## config.mk

```make
export PLATFORM = sky130hd
export DESIGN_NAME = muldiv_sequencer
export DESIGN_NICKNAME = d
export VERILOG_FILES = /design/src/rtl/muldiv_sequencer.sv
export SDC_FILE = /design/constraint.sdc
export NUM_CORES = 1
export LEC_CHECK = 0
export ABC_AREA = 1
export BUFFER_PORTS_ARGS = -buffer_cell sky130_fd_sc_hd__clkbuf_2
export CAP_MARGIN = 10
export CORE_ASPECT_RATIO = 0.75
export CORE_MARGIN = 2
export CORE_UTILIZATION = 40
export CTS_CLUSTER_SIZE = 25
export DETAILED_ROUTE_END_ITERATION = 6
export PLACE_DENSITY_LB_ADDON = 0.2
export REMOVE_ABC_BUFFERS = 1
export SYNTH_ARGS = -nofsm -noshare
export SYNTH_HDL_FRONTEND = slang
export SYNTH_SLANG_ARGS = --single-unit
export TNS_END_PERCENT = 5
```

## constraint.sdc

```tcl
create_clock -name clk -period 3.7 [get_ports clk]
set_clock_uncertainty 0.1 [all_clocks]
set_input_delay 0.37 -clock clk [delete_from_list [all_inputs] [get_ports clk]]
set_output_delay 0.37 -clock clk [all_outputs]
set_load 0.02 [all_outputs]
```

## src/rtl/muldiv_sequencer.sv

```systemverilog
// -----------------------------------------------------------------------------
// muldiv_sequencer
//   Iterative signed multiply / divide unit and its sequencer. It sits beside
//   the EX stage of the 16-bit 5-stage pipeline. While an op is in flight it
//   freezes the PC and the IF/ID and ID/EX buffers. It then hands {hi,lo} to
//   writeback: hi goes to R0 (product high / remainder) and lo goes to Rd
//   (product low / quotient).
//
//   Multiply uses shift-add on operand magnitudes, one bit per cycle, with a
//   2*WIDTH accumulator. Divide is restoring division on magnitudes, one
//   quotient bit per cycle. A FIX cycle then applies the two's-complement
//   signs. The quotient truncates toward zero, and the remainder takes the
//   dividend's sign.
//
// Parameters
//   WIDTH        operand/result width, also the iteration count
//
// Ports
//   clk          system clock, rising edge
//   reset_n      asynchronous active-low reset
//   start        request, sampled only in IDLE
//   op           01 signed MUL, 10 signed DIV, 00 none, 11 reserved/unsigned DIV
//   abort        synchronous cancel (pipeline flush), highest priority
//   operand_a    multiplicand / dividend
//   operand_b    multiplier / divisor
//   stall        combinational hold for PC, IF/ID, ID/EX
//   busy         registered, state != IDLE
//   done         one-cycle pulse, results valid
//   result_lo    product low half / quotient
//   result_hi    product high half / remainder
//   div_by_zero  set with done when a DIV had operand_b == 0
//
// Configuration
//   MULDIV_UNSIGNED_EN : when defined, op 11 is an unsigned DIV. It has the
//                        same latency and the same divide-by-zero rule. When
//                        undefined, op 11 is ignored like op 00.
// -----------------------------------------------------------------------------
module muldiv_sequencer #(
  parameter int WIDTH = 16
) (
  input  logic             clk,
  input  logic             reset_n,
  input  logic             start,
  input  logic [1:0]       op,
  input  logic             abort,
  input  logic [WIDTH-1:0] operand_a,
  input  logic [WIDTH-1:0] operand_b,
  output logic             stall,
  output logic             busy,
  output logic             done,
  output logic [WIDTH-1:0] result_lo,
  output logic [WIDTH-1:0] result_hi,
  output logic             div_by_zero
);

  localparam int CW = (WIDTH > 1) ? $clog2(WIDTH) : 1;
  localparam logic [CW-1:0] LAST_ITER = CW'(WIDTH - 1);

  typedef enum logic [1:0] {
    ST_IDLE = 2'd0,
    ST_RUN  = 2'd1,
    ST_FIX  = 2'd2,
    ST_DONE = 2'd3
  } state_t;

  state_t             state_q, state_d;
  logic [CW-1:0]      cnt_q, cnt_d;
  logic               is_div_q, is_div_d;
  logic               neg_q, neg_d;         // product / quotient sign
  logic               neg_rem_q, neg_rem_d; // remainder sign
  logic [WIDTH-1:0]   opnd_q, opnd_d;       // multiplicand or divisor magnitude
  logic [2*WIDTH-1:0] acc_q, acc_d;
  logic [WIDTH-1:0]   res_lo_q, res_lo_d;
  logic [WIDTH-1:0]   res_hi_q, res_hi_d;
  logic               dbz_q, dbz_d;
  logic               busy_q, busy_d;
  logic               done_q, done_d;

  // ---------------------------------------------------------------------------
  // Request decode
  // ---------------------------------------------------------------------------
  logic op_mul, op_div, op_uns, op_valid, accept, b_zero;
  logic a_neg, b_neg;
  logic [WIDTH-1:0] mag_a, mag_b;

  always_comb begin
    op_mul = (op == 2'b01);
`ifdef MULDIV_UNSIGNED_EN
    op_uns = (op == 2'b11);
`else
    op_uns = 1'b0;
`endif
    op_div   = (op == 2'b10) | op_uns;
    op_valid = op_mul | op_div;
    // reset_n gating keeps stall low while reset is held, even if start is high
    accept   = reset_n & (state_q == ST_IDLE) & start & op_valid & ~abort;
    b_zero   = (operand_b == '0);
    a_neg    = ~op_uns & operand_a[WIDTH-1];
    b_neg    = ~op_uns & operand_b[WIDTH-1];
    mag_a    = a_neg ? (~operand_a + WIDTH'(1)) : operand_a;
    mag_b    = b_neg ? (~operand_b + WIDTH'(1)) : operand_b;
  end

  // ---------------------------------------------------------------------------
  // One iteration of each algorithm
  // ---------------------------------------------------------------------------
  logic [WIDTH:0]     mul_sum, div_part, div_diff;
  logic [2*WIDTH-1:0] mul_next, div_next;

  always_comb begin
    // Shift-add: the low half holds the remaining multiplier bits. Add into
    // the high half with a carry, then shift the accumulator right by one.
    mul_sum  = {1'b0, acc_q[2*WIDTH-1:WIDTH]} +
               (acc_q[0] ? {1'b0, opnd_q} : '0);
    mul_next = {mul_sum, acc_q[WIDTH-1:1]};

    // Restoring division: acc = {remainder, dividend/quotient}. The partial
    // remainder is shifted left with the next dividend bit, then the divisor
    // is trial-subtracted. A clear borrow bit means the subtraction is kept.
    div_part = acc_q[2*WIDTH-1:WIDTH-1];
    div_diff = div_part - {1'b0, opnd_q};
    if (!div_diff[WIDTH])
      div_next = {div_diff[WIDTH-1:0], acc_q[WIDTH-2:0], 1'b1};
    else
      div_next = {div_part[WIDTH-1:0], acc_q[WIDTH-2:0], 1'b0};
  end

  // ---------------------------------------------------------------------------
  // Sign fix-up
  // ---------------------------------------------------------------------------
  logic [2*WIDTH-1:0] prod_fix;
  logic [WIDTH-1:0]   quot_fix, rem_fix;

  always_comb begin
    prod_fix = neg_q     ? (~acc_q + (2*WIDTH)'(1)) : acc_q;
    quot_fix = neg_q     ? (~acc_q[WIDTH-1:0] + WIDTH'(1)) : acc_q[WIDTH-1:0];
    rem_fix  = neg_rem_q ? (~acc_q[2*WIDTH-1:WIDTH] + WIDTH'(1))
                         : acc_q[2*WIDTH-1:WIDTH];
  end

  // ---------------------------------------------------------------------------
  // Next state / outputs
  // ---------------------------------------------------------------------------
  always_comb begin
    state_d   = state_q;
    cnt_d     = cnt_q;
    is_div_d  = is_div_q;
    neg_d     = neg_q;
    neg_rem_d = neg_rem_q;
    opnd_d    = opnd_q;
    acc_d     = acc_q;
    res_lo_d  = res_lo_q;
    res_hi_d  = res_hi_q;
    dbz_d     = dbz_q;
    stall     = 1'b0;

    unique case (state_q)
      ST_IDLE: begin
        if (accept) begin
          stall     = 1'b1;
          is_div_d  = op_div;
          cnt_d     = '0;
          dbz_d     = 1'b0;
          neg_d     = a_neg ^ b_neg;
          neg_rem_d = a_neg;
          if (op_div) begin
            opnd_d = mag_b;
            acc_d  = {{WIDTH{1'b0}}, mag_a};
          end else begin
            opnd_d = mag_a;
            acc_d  = {{WIDTH{1'b0}}, mag_b};
          end
          if (op_div && b_zero) begin
            // Skip the iterations entirely and report the flagged result.
            state_d  = ST_DONE;
            res_lo_d = '1;
            res_hi_d = operand_a;
            dbz_d    = 1'b1;
          end else begin
            state_d = ST_RUN;
          end
        end
      end
      ST_RUN: begin
        stall = 1'b1;
        if (abort) begin
          state_d = ST_IDLE;
        end else begin
          acc_d = is_div_q ? div_next : mul_next;
          cnt_d = cnt_q + CW'(1);
          if (cnt_q == LAST_ITER) state_d = ST_FIX;
        end
      end
      ST_FIX: begin
        stall = 1'b1;
        if (abort) begin
          state_d = ST_IDLE;
        end else begin
          state_d = ST_DONE;
          if (is_div_q) begin
            res_lo_d = quot_fix;
            res_hi_d = rem_fix;
          end else begin
            res_lo_d = prod_fix[WIDTH-1:0];
            res_hi_d = prod_fix[2*WIDTH-1:WIDTH];
          end
        end
      end
      ST_DONE: begin
        // The done pulse always completes, even if abort is asserted here.
        state_d = ST_IDLE;
      end
      default: state_d = ST_IDLE;
    endcase

    busy_d = (state_d != ST_IDLE);
    done_d = (state_d == ST_DONE);
  end

  always_ff @(posedge clk or negedge reset_n) begin
    if (!reset_n) begin
      state_q   <= ST_IDLE;
      cnt_q     <= '0;
      is_div_q  <= 1'b0;
      neg_q     <= 1'b0;
      neg_rem_q <= 1'b0;
      opnd_q    <= '0;
      acc_q     <= '0;
      res_lo_q  <= '0;
      res_hi_q  <= '0;
      dbz_q     <= 1'b0;
      busy_q    <= 1'b0;
      done_q    <= 1'b0;
    end else begin
      state_q   <= state_d;
      cnt_q     <= cnt_d;
      is_div_q  <= is_div_d;
      neg_q     <= neg_d;
      neg_rem_q <= neg_rem_d;
      opnd_q    <= opnd_d;
      acc_q     <= acc_d;
      res_lo_q  <= res_lo_d;
      res_hi_q  <= res_hi_d;
      dbz_q     <= dbz_d;
      busy_q    <= busy_d;
      done_q    <= done_d;
    end
  end

  assign busy        = busy_q;
  assign done        = done_q;
  assign result_lo   = res_lo_q;
  assign result_hi   = res_hi_q;
  assign div_by_zero = dbz_q;

endmodule

```

==> Word-level counts from Yosys, hierarchy flattened <==
Index checks and enable logic that the tools add are counted.
{ "totals": {"reg_bits": 92, "in_bits": 38, "out_inout_bits": 36, "word_cells": 88} }
{ "op_classes": {"add_sub_neg": 8, "n_eq_ne": 11, "muxes": 35, "reduce_logical": 10, "n_bitwise": 12} }
{ "ops": {"columns": ["operator", "count"], "rows": [
  ["16-bit 2-to-1 mux", 15],
  ["32-bit 2-to-1 mux", 5],
  ["16-bit by 1-bit adder with 16-bit output (second input constant)", 4],
  ["16-bit inverter", 4],
  ["16-bit case mux with 2 select lines", 2],
  ["32-bit case mux with 2 select lines", 1],
  ["32-bit by 1-bit adder with 32-bit output (second input constant)", 1],
  ["32-bit inverter", 1],
  ["16-bit by 16-bit adder with 17-bit output", 1],
  ["17-bit by 16-bit subtractor with 17-bit output", 1],
  ["16-bit zero test", 1],
  ["2-bit 2-to-1 mux", 5],
  ["2-bit == test (second input constant)", 4],
  ["4-bit 2-to-1 mux", 2],
  ["2-bit case mux with 4 select lines", 1],
  ["4-bit case mux with 2 select lines", 1],
  ["2-bit inequality test (second input constant)", 3],
  ["2-bit nonzero test", 3],
  ["4-bit by 1-bit adder with 4-bit output (second input constant)", 1],
  ["1-bit AND", 4],
  ["2-bit by 1-bit == test with 1-bit output (second input constant)", 2],
  ["4-bit == test (second input constant)", 1],
  ["4-bit AND reduction", 1],
  ["3-bit AND reduction", 1],
  ["10 further kinds", 11]
]} }

==> Depth between registers and ports, before layout <==
{ "depth": {"depth_word": 8, "depth_mapped": 19, "mapped_depth_nobuf": 17} }

==> Least setup slack after synthesis <==
Ideal clock, no wire load.
{ "synth_timing": {"path_kind": "flip-flop to flip-flop", "from": "register acc_q[0]", "to": "register acc_q[29]", "setup_time_ns": 0.117, "n_path_buf": 2, "arrival_time_ns": 2.463, "period_less_slack_ns": 2.679, "required_ns": 3.483, "stages_incl_launch_ff": 18, "path_slack_ns": 1.021, "cell_sequence": "dfrtp_1 -> clkbuf_1 -> buf_1 -> nand2_1 -> inv_1 -> ha_1 -> inv_1 -> fa_1 -> o21ai_0 -> nand2_1 -> nand2_1 -> nand2_1 -> nand3_1 -> nand3_1 -> nand2_1 -> inv_1 -> nand2_1 -> nand2_1"} }
{ "synth_via": {"elab_chain_len": 5} }
{ "synth_lines": {"columns": ["item", "line", "source"], "rows": [
  ["start, declared", "72", "logic [2*WIDTH-1:0] acc_q, acc_d;"],
  ["start signal, assigned", "228", "acc_q <= '0;"],
  ["start signal, assigned", "241", "acc_q <= acc_d;"],
  ["16-bit 2-to-1 mux", "114", "(acc_q[0] ? {1'b0, opnd_q} : '0);"],
  ["16-bit by 16-bit adder with 17-bit output", "113", "mul_sum = {1'b0, acc_q[2*WIDTH-1:WIDTH]} +"],
  ["32-bit 2-to-1 mux", "189", "acc_d = is_div_q ? div_next : mul_next;"],
  ["32-bit 2-to-1 mux", "186", "if (abort) begin"],
  ["32-bit case mux with 2 select lines", "157", "unique case (state_q)"]
]} }
No other way between the ends. The select of a mux whose other input is x is not followed.
A chain may end at the register's enable or synchronous reset.

==> Final worst setup path <==
{ "layout_timing": {"from": "register acc_q[16]", "to": "register acc_q[21]"} }
{ "layout_via": {"elab_chain_len": 5} }
{ "layout_lines": {"columns": ["item", "line", "source"], "rows": [
  ["17-bit by 16-bit subtractor with 17-bit output", "121", "div_diff = div_part - {1'b0, opnd_q};"],
  ["32-bit 2-to-1 mux", "122", "if (!div_diff[WIDTH])"],
  ["32-bit 2-to-1 mux (*)", "189", null],
  ["32-bit 2-to-1 mux (*)", "186", null],
  ["32-bit case mux with 2 select lines (*)", "157", null]
]} }
Every way passes the cells marked *; elsewhere a longest branch is shown, timed or not. The select of a mux whose other input is x is not followed.

==> impl_metrics.toml <==
[clock_network]
cts_buffers = 9
root_buffer = "clkbuf_16"
clkSlewWorstSetupHoldPaths_ns = 0.07
h-tree-depth = 3
cts_resized = 0
clock_latency_ns = 0.36
clk_path_buf_depth = 2
hold_buffers = 0
cts_tree = "built"
cts_setup_buffers = 0
clock_sinks = 92

[global_route]
grt_use_total_pct = 26.2
grt_first_pass_wirelength_mm = 47.6
antenna_found_initial = 0
gr-total-overflow = 0
grt_max_degree = 57
grt_pass1_vias = 8603

[timing]
rsz0062_at_grt = "false"
hold_violations = 0
max_freq_mhz = 314
period_share_pct = 86.2
fin_crit_ns = 3.19
postLayoutSetupSlackWorst_ns = 0.511
maxSlewHeadroom_pct = 50.3
drv_slew = 0
setup_violations = 0
worst_slew_pin_slew_ns = 0.746

[die]
io_pins = 74
die_x_um = 175
coreArea_um2 = 21400
start_util_pct = 41.1
rows = 46
die_area_um2 = 23200
die_h_um = 132

[worst_setup_path]
crit_type = "register to register"
cp_max_fo = 16
crit_arrival_ns = 3.33
cp-end-kind = "register"
cp.required_ns = 3.84
start_kind = "register"

[route]
wire_per_inst_um = 16.6
route.detailed.drc = 0
vias = 9609
vias_per_cell = 5.28
drt_iter0_drc = 991
drtPass1Iterations = 5
routed_wl_mm = 30.3
drtAntennaViolNets = 0

[min_path]
hold_path.class = "input port to asynchronous set/reset pin"

[status]
outcome = "finished clean"

[cells_and_area]
synthToLayoutAreaGrowth_pct = 10.5
fill_cells = 2354
insertedDiodeCount = 0
drive_above_1_share_pct = 8.61
nets = 1610

[synth]
syn_area_um2 = 8780
yosys-top-cells-area = "dfrtp_1 (26%), nand2_1 (21%), nand3_1 (8.5%), inv_1 (8.2%), nor2_1 (6.5%)"
synth.most_common_cell = "nand2_1"
syn_avg_cell_area_um2 = 5.96
seq_area_frac_synth_pct = 26.2
synth_flop_cell = "dfrtp_1"
ys_seq_elements = 92
synth_top_cell_by_area = "dfrtp_1"
synth_edf_count = 0
postSynthCellCount = 1474
synth.top_cells.by_count = "nand2_1 (501), inv_1 (193), nor2_1 (152)"
synthArstFlopShare_pct = 100
yosysTopAreaCellShare_pct = 26.2
synth.distinct_cells = 43
yosysWarnings = 0

[place]
hpwl_mm = 24.1
dpl_worst_slack_ns = 0.627
gp_congestion = 0.996
portBuffers = 73

[pwr]
vdd_ir_drop_max_mv = 0.494
p_per_area_nw_per_um2 = 890
power_leakage_nw = 5.38
p_total_mw = 8.64

[flow_run]
max_cap_viol_count = 0
worst max-delay path, stage by stage (launching register included):
cell      delay [ns]
dfrtp_1         0.54
inv_1           0.19
fa_1            0.47
inv_1           0.08
nand3_1         0.06
nand2_1         0.18
nand2_1         0.10
nand2_1         0.09
nand2_1         0.09
nand3_1         0.09
nand2_1         0.40
nor2_1          0.42
nand2_1         0.09
nand3b_1        0.09
nand2_1         0.05
cell families after synthesis:
logic type                 count (synthesis)  share of synthesized area (%)
adders and majority gates                 44                           6.44
DFF                                       92                           26.2
buffers and inverters                    245                           10.9
AOI/OAI and AO/OA                        208                           13.3
and+or+nand+nor                          861                           40.7
xor gates and xnor gates                  24                           2.39
report_power, final:
part           leakage (nW)  internal, mW  switching, mW  total, mW
combinational          4.12          1.89           3.86       5.74
sequential             1.12          1.47          0.532       2.01
clock                 0.134         0.460          0.429      0.889
registers in the layout (all words and copies together) (netlist names):
register     count
is_div_q         1
done             1
result_lo       16
neg_rem_q        1
state_q          2
result_hi       16
div_by_zero      1
acc_q           32
neg_q            1
cnt_q            4
opnd_q          16
busy             1
worst paths after layout:
check / end / startpoint / slack [ns] / cells after the start
worst max-delay path: acc_q[21]$_DFFE_PN0P_ / acc_q[16]$_DFFE_PN0P_ / 0.51 / 14
worst min-delay path: result_lo[13]$_DFFE_PN0P_ / reset_n / 0.08 / 2
worst max register to register: acc_q[21]$_DFFE_PN0P_ / acc_q[16]$_DFFE_PN0P_ / 0.51 / 14
worst min register to register: result_hi[14]$_DFFE_PN0P_ / result_hi[14]$_DFFE_PN0P_ / 0.38 / 2
max in group asynchronous: result_hi[6]$_DFFE_PN0P_ / reset_n / 2.25 / 3
min in group clk: result_hi[2]$_DFFE_PN0P_ / operand_a[2] / 0.31 / 5
stage by stage:
stage / TNS (ns) / cell area (µm²) / utilization (%) / hold slack, ns / instances
2_1_floorplan: -3.03 / 8570 / - / -0.0256 / 1427
3_3_place_gp: 0 / 9440 / 44.2 / 0.362 / 1805
3_5_place_dp: 0 / 9440 / 44.2 / 0.364 / 1805
4_1_cts: 0 / 9710 / 45.5 / 0.103 / 1821
5_1_grt: 0 / 9710 / 45.5 / 0.103 / 1821
6_report: 0 / 9710 / 45.5 / 0.0767 / 1821
area by class of cell:
type                            instances  area [µm²]  share of cell area (%)
Inverter                              198         744                    7.67
Multi-Input combinational cell       1137        5530                    57.0
Timing Repair Buffer                   90         495                    5.11
Clock buffer                           11         233                    2.40
Sequential cell                        92        2300                    23.7
Clock inverter                          5        36.3                   0.374
Tap cell                              288         360                    3.71
per-layer routing:
metal | up-vias | global-route usage [%] | wire length (µm)
met2 | 369 | 35.4 | 11800
met3 | 36 | 7.73 | 3090
met1 | 4376 | 40.3 | 14900
li1 | 4828 | - | -
met5 | - | 0 | 0
met4 | 0 | 5.65 | 468
placed cells by master, fill, tap and decap left out, types with 3 or more instances in the layout:
| cell type | n |
|---|---|
| inv_2 | 3 |
| a22oi_1 | 8 |
| o211ai_1 | 9 |
| nand2_1 | 501 |
| a31oi_1 | 3 |
| or2_2 | 6 |
| clkbuf_2 | 72 |
| nand3_1 | 149 |
| nor3_1 | 13 |
| o21ai_2 | 11 |
| clkinv_2 | 3 |
| a21oi_1 | 77 |
| clkbuf_16 | 9 |
| buf_4 | 18 |
| xnor2_1 | 8 |
| inv_1 | 193 |
| dfrtp_1 | 92 |
| o21ai_0 | 83 |
| and2_1 | 4 |
| xor2_1 | 16 |
| o221ai_1 | 5 |
| nor2_1 | 152 |
| ha_1 | 42 |
| nand3b_1 | 10 |
| nand4_1 | 17 |
Note: power is estimated with default switching activity, not from simulation.
